**config.mk**
```make
export PLATFORM = sky130hd
export DESIGN_NAME = spi_flash_reader
export DESIGN_NICKNAME = d
export VERILOG_FILES = /design/src/rtl/spi_flash_pkg.sv /design/src/rtl/spi_sck_phase.sv /design/src/rtl/spi_flash_reader.sv
export SDC_FILE = /design/constraint.sdc
export NUM_CORES = 1
export LEC_CHECK = 0
export ABC_AREA = 0
export BUFFER_PORTS_ARGS = -buffer_cell sky130_fd_sc_hd__buf_4
export CORE_MARGIN = 3
export CORE_UTILIZATION = 37
export CTS_CLUSTER_DIAMETER = 100
export DETAILED_ROUTE_END_ITERATION = 8
export PLACE_DENSITY = 0.6
export SYNTH_ARGS = -nofsm -noshare
export SYNTH_HDL_FRONTEND = slang
export SYNTH_SLANG_ARGS = --single-unit
```
**constraint.sdc**
```tcl
create_clock -name clk_i -period 2.05 [get_ports clk_i]
set_input_delay 0.41 -clock clk_i [delete_from_list [all_inputs] [get_ports clk_i]]
set_output_delay 0.41 -clock clk_i [all_outputs]
set_load 0.01 [all_outputs]
```
**src/rtl/spi_flash_pkg.sv**
```systemverilog
// rtl/spi_flash_pkg.sv - shared types and constants for the SPI NOR flash word reader
package spi_flash_pkg;

  typedef enum logic [2:0] {
    IDLE,
    LOW,
    HIGH,
    GAP,
    RESP
  } state_t;

  localparam logic [7:0] CMD_READ  = 8'h03;
  localparam int         CMD_BITS  = 8;
  localparam int         ADDR_BITS = 24;
  localparam int         DATA_BITS = 32;
  localparam int         XFER_BITS = 64;

  function automatic logic [31:0] bswap32(input logic [31:0] w);
    return {w[7:0], w[15:8], w[23:16], w[31:24]};
  endfunction

endpackage

```
**src/rtl/spi_sck_phase.sv**
```systemverilog
// rtl/spi_sck_phase.sv - sck half-period timer, one-cycle strobe on the last cycle of each phase
module spi_sck_phase #(
  parameter int DIV = 2
) (
  input  logic clk_i,
  input  logic rst_ni,
  input  logic clear_i,
  output logic phase_end_o
);

  localparam int CW = $clog2(DIV + 1);

  logic [CW-1:0] cnt_q, cnt_d;

  assign phase_end_o = !clear_i && (cnt_q == CW'(DIV - 1));

  always_comb begin
    cnt_d = cnt_q + CW'(1);
    if (clear_i || phase_end_o) begin
      cnt_d = '0;
    end
  end

  always_ff @(posedge clk_i or negedge rst_ni) begin
    if (!rst_ni) begin
      cnt_q <= '0;
    end else begin
      cnt_q <= cnt_d;
    end
  end

endmodule

```
**src/rtl/spi_flash_reader.sv**
```systemverilog
// rtl/spi_flash_reader.sv - mode-0 SPI master fetching one 32-bit word with the 03h READ command
module spi_flash_reader
  import spi_flash_pkg::*;
#(
  parameter int DIV    = 2,
  parameter int CS_GAP = 2,
  parameter int BSWAP  = 0
) (
  input  logic        clk_i,
  input  logic        rst_ni,
  input  logic        req_valid_i,
  output logic        req_ready_o,
  input  logic [23:0] req_addr_i,
  output logic        resp_valid_o,
  input  logic        resp_ready_i,
  output logic [31:0] resp_data_o,
  output logic        sck_o,
  output logic        ss_o,
  output logic        mosi_o,
  input  logic        miso_i
);

  localparam int GW = $clog2(CS_GAP + 1);

  state_t        state_q, state_d;
  logic          sck_q, sck_d;
  logic          ss_q, ss_d;
  logic          mosi_q, mosi_d;
  logic [31:0]   tx_q, tx_d;
  logic [31:0]   rx_q, rx_d;
  logic [5:0]    bit_cnt_q, bit_cnt_d;
  logic [GW-1:0] gap_cnt_q, gap_cnt_d;
  logic          resp_valid_q, resp_valid_d;
  logic [31:0]   resp_data_q, resp_data_d;
  logic          phase_end;
  logic          phase_clear;

  assign phase_clear = !((state_q == LOW) || (state_q == HIGH));

  spi_sck_phase #(
    .DIV(DIV)
  ) u_phase (
    .clk_i      (clk_i),
    .rst_ni     (rst_ni),
    .clear_i    (phase_clear),
    .phase_end_o(phase_end)
  );

  always_comb begin
    state_d      = state_q;
    sck_d        = sck_q;
    ss_d         = ss_q;
    mosi_d       = mosi_q;
    tx_d         = tx_q;
    rx_d         = rx_q;
    bit_cnt_d    = bit_cnt_q;
    gap_cnt_d    = gap_cnt_q;
    resp_valid_d = resp_valid_q;
    resp_data_d  = resp_data_q;

    unique case (state_q)
      IDLE: begin
        if (req_valid_i) begin
          tx_d      = {CMD_READ, req_addr_i};
          bit_cnt_d = '0;
          ss_d      = 1'b0;
          sck_d     = 1'b0;
          mosi_d    = CMD_READ[7];
          state_d   = LOW;
        end
      end
      LOW: begin
        if (phase_end) begin
          sck_d   = 1'b1;
          state_d = HIGH;
          // miso still holds the bit the flash shifted out on the previous falling edge
          if (bit_cnt_q >= 6'(CMD_BITS + ADDR_BITS)) begin
            rx_d = {rx_q[30:0], miso_i};
          end
        end
      end
      HIGH: begin
        if (phase_end) begin
          sck_d = 1'b0;
          if (bit_cnt_q == 6'(XFER_BITS - 1)) begin
            ss_d      = 1'b1;
            mosi_d    = 1'b0;
            gap_cnt_d = '0;
            state_d   = GAP;
          end else begin
            bit_cnt_d = bit_cnt_q + 6'd1;
            tx_d      = {tx_q[30:0], 1'b0};
            mosi_d    = (bit_cnt_q < 6'(CMD_BITS + ADDR_BITS - 1)) ? tx_q[30] : 1'b0;
            state_d   = LOW;
          end
        end
      end
      GAP: begin
        if (gap_cnt_q == GW'(CS_GAP - 1)) begin
          gap_cnt_d    = '0;
          resp_data_d  = (BSWAP != 0) ? bswap32(rx_q) : rx_q;
          resp_valid_d = 1'b1;
          state_d      = RESP;
        end else begin
          gap_cnt_d = gap_cnt_q + GW'(1);
        end
      end
      RESP: begin
        if (resp_ready_i) begin
          resp_valid_d = 1'b0;
          state_d      = IDLE;
        end
      end
      default: state_d = IDLE;
    endcase
  end

  always_ff @(posedge clk_i or negedge rst_ni) begin
    if (!rst_ni) begin
      state_q      <= IDLE;
      sck_q        <= 1'b0;
      ss_q         <= 1'b1;
      mosi_q       <= 1'b0;
      tx_q         <= '0;
      rx_q         <= '0;
      bit_cnt_q    <= '0;
      gap_cnt_q    <= '0;
      resp_valid_q <= 1'b0;
      resp_data_q  <= '0;
    end else begin
      state_q      <= state_d;
      sck_q        <= sck_d;
      ss_q         <= ss_d;
      mosi_q       <= mosi_d;
      tx_q         <= tx_d;
      rx_q         <= rx_d;
      bit_cnt_q    <= bit_cnt_d;
      gap_cnt_q    <= gap_cnt_d;
      resp_valid_q <= resp_valid_d;
      resp_data_q  <= resp_data_d;
    end
  end

  assign req_ready_o  = (state_q == IDLE);
  assign resp_valid_o = resp_valid_q;
  assign resp_data_o  = resp_data_q;
  assign sck_o        = sck_q;
  assign ss_o         = ss_q;
  assign mosi_o       = mosi_q;

endmodule

```
==> results.toml <==
[run_status]
outcome = "finished clean"

[drt]
wire_per_inst_um = 15.4
drc = 0
ant_nets = 0
vias = 2949
totalWireLength_um = 8860
drtPass1Iterations = 4
drt-initial-drc-count = 158
viasPerCell = 5.14

[synth]
synth_seq_cells = 112
async_reset_ff_share_pct = 100
ys.warnings.count = 0
synth_cell_type_count = 47
synth_top_area_share_pct = 60.0
postSynthCellCount = 333
synth_area_leaders = "dfrtp_1 60%, mux2_2 15%, o22ai_1 3.1%"
yosys.area_share.simple_pct = 4.97
syn_area_um2 = 4630
yosys.area_share.xor_xnor_pct = 0.189
synth_fa_ha_area_share_pct = 0.810
synth-compound-area-share_pct = 14.6
synth_mux_area_share_pct = 15.8
synth_top_family_by_area = "multiplexers"
ys_seq_area_share_pct = 60.5
yosysTopAreaCell = "dfrtp_1"
synth_area_per_cell_um2 = 13.9
synth_edf_count = 0
syn_nets = 365
synth_flop_cell = "dfrtp_1"

[clock_network]
cts_buffer_depth = 2
insertion_delay_ns = 0.35
cts_buffers = 9
clock-sinks = 112
htree_num_levels = 3
cts_root_buf = "clkbuf_16"
cts_setup_buffers = 0
ctsHoldBuffers = 0
cts_tree = "yes"
clkTransAtPathRegs_ns = 0.07

[sta]
worst_slack_ns = 0.0906
setup_viol = 0
rsz0062_at_grt = "false"
tightestPinTransition_ns = 0.502
setup_tns_ns = 0
skew_ns = 0.00866
finalHoldViolations = 0
fin_crit_ns = 1.96
max_freq_mhz = 510
fin_crit_sh_pct = 95.6
drv_slew = 0
slew_headroom_pct = 66.3

[layout]
final_nets = 433
drive_gt1_share_pct = 42.4
multi_input_area_um2 = 1690
n_antenna_cell = 0
areaGrowthSynthToFinish_pct = 22.1
final.fill_count = 1108
seq_area_um2 = 2810

[global_routing]
grt_max_degree = 42
grt_usage_pct = 13.4
antenna_found_initial = 0
grt-ovfl-total = 0
grt_pass1_wl_um = 15000
grt_pass1_vias = 2934

[critical_path]
cp_max_fo = 11
startpoint_type = "flip-flop"
arrival_ns = 1.55
crit_type = "reg -> out"
end_kind = "output port"
worstPathRequired_ns = 1.64

[floorplan]
rows = 40
io-pin-count = 66
die_area_um2 = 13900
dieHeight_um = 118
dieWidth_um = 118
initial_utilization_pct = 38.3
core-area_um2 = 12100

[power_and_ir_drop]
irDropWorstVdd_uv = 532
p_leak_nw = 2.68
powerDensity_nw_per_um2 = 1080
finalPower_mw = 6.12

[flow_run]
max_cap_viol_count = 0

[placed_design]
place_ws_ns = 0.134
dp_hpwl_um = 6020
port_buffers = 65
routabilityCongestion = 0.812

[worst_hold_path]
hp-class = "in -> async"
==> per-layer routing <==
metal / vias up / routed length, um / GRT usage, %
met5: - / 0 / 0
met3: 13 / 280 / 2.98
met2: 54 / 4190 / 19.9
met1: 1500 / 4190 / 18.6
met4: 0 / 194 / 6.74
li1: 1382 / - / -
==> cells in the mapped netlist, drive strengths merged (2+ instances only) <==
cell     instances
o22ai           23
a2bb2oi         23
mux2            64
nor3             4
nand2b           3
a32o             3
a22o             6
nor3b            2
and3             2
a21boi           2
o22a             2
o41ai            2
ha               3
dfrtp          111
a31oi            2
a21oi            5
buf             14
nor2             8
or3              3
clkbuf           7
o21ai           13
inv              7
nand3            2
nand2           10
==> path summary, 6_finish.rpt <==
kind,from,to,slack [ns],cells past startpoint
worst min-delay path,rst_ni,rx_q[23],0.02,1
min in group clk_i,resp_ready_i,state_q[2],0.24,2
max in group asynchronous,rst_ni,rx_q[0],1.43,2
worst max register to register,bit_cnt_q[1],tx_q[30],0.15,6
worst min register to register,u_phase.cnt_q[0],u_phase.cnt_q[0],0.43,1
worst max-delay path,state_q[2],req_ready_o,0.09,3
==> layout make-up <==
| cell class | instances | area share [%] |
|---|---|---|
| flip-flops and latches | 112 | 49.6 |
| multi-input cells | 193 | 29.8 |
| repair buffers | 78 | 11.5 |
| clock buffers | 9 | 3.98 |
| well taps | 168 | 3.71 |
| clock inverters | 7 | 0.995 |
| inverters | 7 | 0.464 |
==> cells by family (layout without fill, tap and decap cells) <==
kind of cell / after synthesis / count (layout)
flops: 112 / 112
compound gates: 86 / 86
mux: 65 / 65
simple gates: 38 / 38
buf+inv: 28 / 101
fa+ha+maj: 3 / 3
xor+xnor: 1 / 1
==> placed cells by master, fill, tap and decap left out, types with 6 or more instances in the layout <==
cell | netlist | final
dfrtp_1 | 111 | 110
a22o_1 | 6 | 6
nor2_1 | 7 | 7
a2bb2oi_2 | 8 | 8
o21ai_0 | 11 | 11
o22ai_1 | 23 | 23
clkbuf_16 | 0 | 9
buf_4 | 3 | 73
inv_1 | 7 | 7
a2bb2oi_1 | 15 | 15
mux2_2 | 63 | 63
nand2_1 | 10 | 10
==> flip-flops by register name, summed over array words and instances (netlist names) <==
signal	flops
rx_q	32
resp_valid_o	1
state_q	3
bit_cnt_q	6
gap_cnt_q	2
resp_data_o	32
u_phase.cnt_q	2
ss_o	1
mosi_o	1
sck_o	1
tx_q	31
==> metrics by stage <==
stage | utilization (%) | hold WS (ns) | std cells | cell area (um^2)
after floorplan | - | 0.114 | 333 | 4630
after global placement | 44.4 | 0.408 | 558 | 5380
after detailed placement | 44.4 | 0.411 | 558 | 5380
after CTS | 46.7 | 0.0293 | 574 | 5660
after global routing | 46.7 | 0.0413 | 574 | 5660
final | 46.7 | 0.0172 | 574 | 5660
==> timing repair <==
action / in CTS / in global routing
endpoints found under the hold margin: 0 / 0
resized for setup: 0 / 1
setup endpoints to repair: 0 / 16
==> critical path, stage by stage, from the launching register on <==
cell     delay, ns
dfrtp_1       0.49
buf_4         0.20
nor3_1        0.31
buf_4         0.20
==> report_power, final <==
group          total [mW]  internal (mW)  switching, mW
Sequential           2.81           2.55          0.258
Clock                1.67          0.840          0.827
Combinational        1.64          0.838          0.800
Total                6.12           4.23           1.89
No activity file was read; power rests on OpenSTA's default activity.
